===== config.mk =====
export PLATFORM = sky130hd
export DESIGN_NAME = vadd_byte_serial_lane
export DESIGN_NICKNAME = d
export VERILOG_FILES = /design/src/rtl/vadd_pkg.sv /design/src/rtl/full_adder_byte.sv /design/src/rtl/vadd_byte_serial_lane.sv
export SDC_FILE = /design/constraint.sdc
export NUM_CORES = 1
export LEC_CHECK = 0
export CAP_MARGIN = 20
export CELL_PAD_IN_SITES_DETAIL_PLACEMENT = 1
export CELL_PAD_IN_SITES_GLOBAL_PLACEMENT = 2
export CORE_MARGIN = 2
export CORE_UTILIZATION = 31
export DETAILED_ROUTE_END_ITERATION = 10
export PLACE_DENSITY = 0.83
export SETUP_SLACK_MARGIN = 0.4
export SYNTH_ARGS = -nofsm -noshare
export SYNTH_HDL_FRONTEND = slang
export SYNTH_HIERARCHICAL = 1
export SYNTH_SLANG_ARGS = --single-unit

===== constraint.sdc =====
create_clock -name clk_i -period 5.6 [get_ports clk_i]
set_clock_uncertainty 0.15 [all_clocks]
set_input_delay 0.84 -clock clk_i [delete_from_list [all_inputs] [get_ports clk_i]]
set_output_delay 0.84 -clock clk_i [all_outputs]
set_load 0.005 [all_outputs]

===== src/rtl/vadd_pkg.sv =====
`default_nettype none
// ============================================================================
//  Module      : vadd_pkg
//  Description : Shared definitions for the byte-serial vector add/sub lane:
//                element-width encodings, FSM state encodings, byte count
//                and element boundary helpers.
//  Revision    : 1.0 - initial release
// ============================================================================
package vadd_pkg;

   localparam int NUM_BYTES = 8;

   // Element width; the encoding doubles as log2(bytes per element).
   typedef enum logic [1:0] {
      SEW_8  = 2'b00,
      SEW_16 = 2'b01,
      SEW_32 = 2'b10,
      SEW_64 = 2'b11
   } sew_e;

   typedef enum logic [1:0] {
      ST_IDLE = 2'b00,
      ST_RUN  = 2'b01,
      ST_DONE = 2'b10
   } state_e;

   // Mask of the byte-within-element bits of a byte index.
   function automatic logic [2:0] elem_mask(input sew_e sew);
      logic [3:0] w_m;
      w_m = (4'd1 << sew) - 4'd1;
      return w_m[2:0];
   endfunction

   // Byte k is the least significant byte of its element.
   function automatic logic elem_lsb(input logic [2:0] k, input sew_e sew);
      return (k & elem_mask(sew)) == 3'd0;
   endfunction

   // Byte k is the most significant byte of its element.
   function automatic logic elem_msb(input logic [2:0] k, input sew_e sew);
      return (k & elem_mask(sew)) == elem_mask(sew);
   endfunction

endpackage
`default_nettype wire


===== src/rtl/full_adder_byte.sv =====
`default_nettype none
// ============================================================================
//  Module      : full_adder_byte
//  Description : 8-bit full adder with carry-in, built as a Kogge-Stone
//                parallel-prefix carry network.
//  Ports       : a_i, b_i   - 8-bit operands
//                carry_i    - carry into bit 0
//                sum_o      - 8-bit sum
//                carry_o    - carry out of bit 7
//  Revision    : 1.0 - initial release
// ============================================================================
module full_adder_byte (
   input  logic [7:0] a_i,
   input  logic [7:0] b_i,
   input  logic       carry_i,
   output logic [7:0] sum_o,
   output logic       carry_o
);

   // Level 0 holds bitwise generate/propagate; levels 1..3 the prefix spans.
   logic [3:0][7:0] w_g;
   logic [3:0][7:0] w_p;
   logic [8:0]      w_c;

   // Carry-in folded into bit 0 generate so the prefix tree needs no extra column.
   assign w_p[0]    = a_i ^ b_i;
   assign w_g[0][0] = (a_i[0] & b_i[0]) | (w_p[0][0] & carry_i);
   assign w_g[0][7:1] = a_i[7:1] & b_i[7:1];

   generate
      for (genvar l = 1; l < 4; l++) begin : g_lvl
         localparam int D = 1 << (l - 1);
         for (genvar i = 0; i < 8; i++) begin : g_bit
            if (i >= D) begin : g_comb
               assign w_g[l][i] = w_g[l-1][i] | (w_p[l-1][i] & w_g[l-1][i-D]);
               assign w_p[l][i] = w_p[l-1][i] & w_p[l-1][i-D];
            end else begin : g_pass
               assign w_g[l][i] = w_g[l-1][i];
               assign w_p[l][i] = w_p[l-1][i];
            end
         end
      end
   endgenerate

   assign w_c[0]   = carry_i;
   assign w_c[8:1] = w_g[3];

   assign sum_o   = w_p[0] ^ w_c[7:0];
   assign carry_o = w_c[8];

endmodule
`default_nettype wire


===== src/rtl/vadd_byte_serial_lane.sv =====
`default_nettype none
// ============================================================================
//  Module      : vadd_byte_serial_lane
//  Description : Byte-serial vector integer add/subtract lane. One 64-bit
//                operand pair is processed one byte per cycle through a
//                shared 8-bit adder; the carry chains within an element and
//                is reset (add) or forced (sub) at element boundaries.
//  Ports       : clk_i, rsn_i        - clock, synchronous active-low reset
//                valid_i / ready_o   - operand handshake
//                vs2_i, vs1_i        - operands (vd = vs2 +/- vs1)
//                sew_i, sub_i        - element width, subtract select
//                valid_o / ready_i   - result handshake
//                vd_o                - element-packed result
//                carry_out_o         - per-element carry (add) / borrow (sub)
//  Revision    : 1.0 - initial release
// ============================================================================
module vadd_byte_serial_lane
   import vadd_pkg::*;
(
   input  logic        clk_i,
   input  logic        rsn_i,
   input  logic        valid_i,
   output logic        ready_o,
   input  logic [63:0] vs2_i,
   input  logic [63:0] vs1_i,
   input  logic [1:0]  sew_i,
   input  logic        sub_i,
   output logic        valid_o,
   input  logic        ready_i,
   output logic [63:0] vd_o,
   output logic [7:0]  carry_out_o
);

   state_e      r_state;
   logic [2:0]  r_k;
   logic [63:0] r_vs2;
   logic [63:0] r_vs1;
   sew_e        r_sew;
   logic        r_sub;
   logic        r_carry;
   logic [63:0] r_vd;
   logic [7:0]  r_co;
   logic        r_ready;
   logic        r_valid;

   logic [5:0]  w_base;
   logic [7:0]  w_a;
   logic [7:0]  w_b;
   logic        w_cin;
   logic [7:0]  w_sum;
   logic        w_cout;
   logic [2:0]  w_elem;

   assign w_base = {r_k, 3'b000};
   assign w_a    = r_vs2[w_base +: 8];
   // Subtract as vs2 + ~vs1 + 1: invert B, the +1 enters at each element LSB.
   assign w_b    = r_vs1[w_base +: 8] ^ {8{r_sub}};
   assign w_cin  = elem_lsb(r_k, r_sew) ? r_sub : r_carry;
   assign w_elem = r_k >> r_sew;

   full_adder_byte u_adder (
      .a_i     (w_a),
      .b_i     (w_b),
      .carry_i (w_cin),
      .sum_o   (w_sum),
      .carry_o (w_cout)
   );

   always_ff @(posedge clk_i) begin
      if (!rsn_i) begin
         r_state <= ST_IDLE;
         r_k     <= 3'd0;
         r_vs2   <= 64'd0;
         r_vs1   <= 64'd0;
         r_sew   <= SEW_8;
         r_sub   <= 1'b0;
         r_carry <= 1'b0;
         r_vd    <= 64'd0;
         r_co    <= 8'd0;
         r_ready <= 1'b1;
         r_valid <= 1'b0;
      end else begin
         case (r_state)
            ST_IDLE: begin
               if (valid_i && r_ready) begin
                  r_vs2   <= vs2_i;
                  r_vs1   <= vs1_i;
                  r_sew   <= sew_e'(sew_i);
                  r_sub   <= sub_i;
                  r_k     <= 3'd0;
                  r_carry <= 1'b0;
                  r_vd    <= 64'd0;
                  r_co    <= 8'd0;
                  r_ready <= 1'b0;
                  r_state <= ST_RUN;
               end
            end
            ST_RUN: begin
               r_vd[w_base +: 8] <= w_sum;
               r_carry           <= w_cout;
               // Adder carry means "no borrow" when subtracting.
               if (elem_msb(r_k, r_sew))
                  r_co[w_elem] <= w_cout ^ r_sub;
               r_k <= r_k + 3'd1;
               if (r_k == 3'(NUM_BYTES - 1))
                  r_state <= ST_DONE;
            end
            ST_DONE: begin
               // First DONE cycle lets the last byte settle before valid is
               // raised; the handshake is only honoured once valid is visible.
               if (!r_valid) begin
                  r_valid <= 1'b1;
               end else if (ready_i) begin
                  r_valid <= 1'b0;
                  r_ready <= 1'b1;
                  r_state <= ST_IDLE;
               end
            end
            default: begin
               r_valid <= 1'b0;
               r_ready <= 1'b1;
               r_state <= ST_IDLE;
            end
         endcase
      end
   end

   assign ready_o     = r_ready;
   assign valid_o     = r_valid;
   assign vd_o        = r_vd;
   assign carry_out_o = r_co;

endmodule
`default_nettype wire


==> flow_summary.yaml <==
sta:
  worst_pin_slew_ps: 1090
  whs_ps: 303
  hold_viol_final: 0
  finalCriticalPeriod_ps: 4470
  maxSlewViolCount: 0
  finalSetupTns_ps: 0
  fin_crit_sh_pct: 79.9
  slew_headroom_pct: 26.8
  setup_violations: 0
  worst_slack_ps: 1130
  rsz0062_at_grt: "false"
  fmax_mhz: 224
global_routing:
  grt_start_max_net_pins: 109
  grt_pass1_vias: 8413
  grt_usage_pct: 18.0
  gr-total-overflow: 0
  gr-usage-met2_pct: 30.6
  use_met1_pct: 24.2
  grt-busiest-layer: "met2"
  antenna_found_initial: 0
  grt_pass1_wl_mm: 47.1
  use_met3_pct: 2.30
finish:
  syn_to_final_growth_pct: 31.2
  seq_area_mm2: 0.00423
  multi_input_area_mm2: 0.00499
  fin_area_mm2: 0.0127
  fill_cells: 3499
  diodes: 0
  fin_util_pct: 41.4
  drive_above_1_share_pct: 8.35
  nets: 1369
die:
  core_mm2: 0.0306
  io_pins: 209
  rows: 64
  dieWidth_um: 180
  start_util_pct: 31.5
  dieArea_mm2: 0.0325
  chipHeight_um: 180
synth:
  synth_area_leaders: "dfxtp_1, nand2_1, a21boi_0"
  ys_seq_area_share_pct: 43.8
  syn-cell-area_mm2: 0.00964
  syn-num-nets: 1206
  synth.largest_area_cell: "dfxtp_1"
  synth_compound_area_share_pct: 20.1
  synthAdderAreaFrac_pct: 2.23
  yosysUniqueCellTypes: 59
  syn_avg_cell_area_um2: 9.14
  synth-simple-area-share_pct: 19.5
  synth_mux_area_share_pct: 8.53
  synth_xor_area_share_pct: 1.36
  synthCells: 1055
  yosys_warnings: 6
  synth_top_area_share_pct: 43.8
  synth.ff_latch_count: 211
  synth_top_family_by_area: "compound AO/OA/AOI/OAI gates"
routing:
  drc: 0
  first_pass_iters: 5
  drt_wl_total_mm: 29.9
  num_vias: 8048
  avgRoutedWirePerCell_um: 18.3
  drt_iter0_markers: 434
  ant_nets: 0
  avgViaCountPerCell: 4.94
clock_tree:
  clock_latency_ps: 530
  cts_hold_buf: 0
  postCtsSetupBuffers: 0
  cts_max_level: 1
  cts_root_buffer: "clkbuf_16"
  clk_pin_slew_ps: 60
  cts_tree: "done"
  cts.sinks: 211
  cts_buffers: 23
  cts_resized: 0
  clock_path_buffers: 3
setup_path:
  slowest_delay_ps: 750
  criticalPathCategory: "flip-flop to flip-flop"
  worst-path-buf-inv: 1
  crit_chain: "mux4_2 > mux2i_1 > xnor2_1 > fa_1 > inv_1 > fa_1 > nor2b_4 > o21ai_2 > a21oi_2 > a211oi_1 > a21oi_1 > xnor2_1 > nor2_1 > nand2_1 > or4_1 > a21boi_1"
  cp_max_fo: 36
  crit_arrival_ps: 4790
  worstSetupStartpointType: "flip-flop"
  cp-end-kind: "flip-flop"
  cp_slowest_cell: "dfxtp_4"
  crit_family: "simple AND/OR/NAND/NOR gates"
  required_ps: 5910
power_and_ir_drop:
  ir_worst_vdd_uv: 207
  p_per_area_mw_per_mm2: 290
  p_leak_nw: 4.42
flow_run:
  cap_viol_max_count: 0
placement:
  post-place-ws_ps: 1060
  finalWeightedCongestion: 0.798
  place_area_mm2: 0.0119
  port_buffers: 208
  dp_hpwl_mm: 21.1
worst_hold_path:
  hp-class: "flip-flop to flip-flop"
outcome:
  status: "finished, final reports clean"
[synthesized netlist by cell type (all sizes together)]
master  number
nand2      318
dfxtp      211
a21boi     155
buf         44
nor2b       40
clkbuf      38
a22oi       33
mux4        32
a21oi       19
a22o        16
o21ai       15
ha          14
nand3       14
xnor2       14
nor2        13
inv         10
nand3b      10
mux2i        9
nor3         6
nand2b       5
or3          5
a31oi        4
o211ai       3
o21a         3
a211oi       2
and2         2
fa           2
nor3b        2
o22ai        2
a21o         1
a32o         1
and4b        1
and4bb       1
mux2         1
nand4        1
nand4b       1
nor4         1
o311a        1
o32ai        1
o41ai        1
or2b         1
or4          1
xor2         1
[layout by cell type, fill, tap and decap left out, types with 16 or more instances in the layout]
master,n
a22oi_1,33
a21boi_0,118
nor2b_1,38
mux4_2,32
clkdlybuf4s50_1,207
clkbuf_16,23
a21boi_1,37
nand2_1,317
a22o_1,16
dfxtp_1,209
[logic make-up after synthesis]
kind of cell,Yosys count
and+or+nand+nor,422
adders and majority gates,16
buffers and inverters,92
DFF,211
muxes,42
xor gates and xnor gates,15
AOI/OAI and AO/OA,257
[cell type report]
type | instances | area share, %
clock buffers | 37 | 5.36
clock inverters | 4 | 0.386
multi-input cells | 752 | 39.5
repair buffers | 220 | 17.1
flip-flops and latches | 211 | 33.4
well taps | 396 | 3.92
inverters | 10 | 0.297
[per-layer routing]
layer  vias up  part of all wire, %  routed length, um
met4         0                  2.3                692
met3        39                  3.9               1170
met2       184                   47              14100
li1       3936                    -                  -
met5         -                    0                  0
met1      3889                   47              14000
[sequential cells by signal, indices dropped and copies added (netlist names)]
| register | count |
|---|---|
| r_vs1 | 64 |
| r_vs2 | 64 |
| vd_o | 64 |
| carry_out_o | 8 |
| r_k | 3 |
| r_sew | 2 |
| r_state | 2 |
| r_carry | 1 |
| r_sub | 1 |
| ready_o | 1 |
| valid_o | 1 |
[final timing paths]
| check | startpoint | endpoint | slack (ps) | cells after the start |
|---|---|---|---|---|
| max reg2reg | r_k[0] | carry_out_o[3] | 1130 | 16 |
| max | r_k[0] | carry_out_o[3] | 1130 | 16 |
| min reg2reg | r_vs2[62] | r_vs2[62] | 300 | 2 |
| min | r_vs2[62] | r_vs2[62] | 300 | 2 |
[through the flow]
step	cells	power (mW)
after floorplan	1055	1.97
after global placement	1589	2.20
after detailed placement	1589	2.22
after CTS	1630	3.71
after global routing	1630	3.82
final	1630	3.67
[power by group]
part / internal [mW] / total (mW) / switching, mW
logic: 0.246 / 0.552 / 0.306
clock network: 0.871 / 1.49 / 0.619
registers: 1.57 / 1.62 / 0.0556
total: 2.69 / 3.67 / 0.981
[worst register-to-register path: cells and delay by family, from the launching register on]
kind,cells,cell delay [ps]
multiplexers,2,790
AND/OR/NAND/NOR,4,1020
adder cells (fa/ha/maj),2,670
buffers and inverters,1,60
XOR/XNOR,2,290
AO/OA/AOI/OAI,5,650
flip-flops,1,750
No activity file was read; power rests on OpenSTA's default activity.
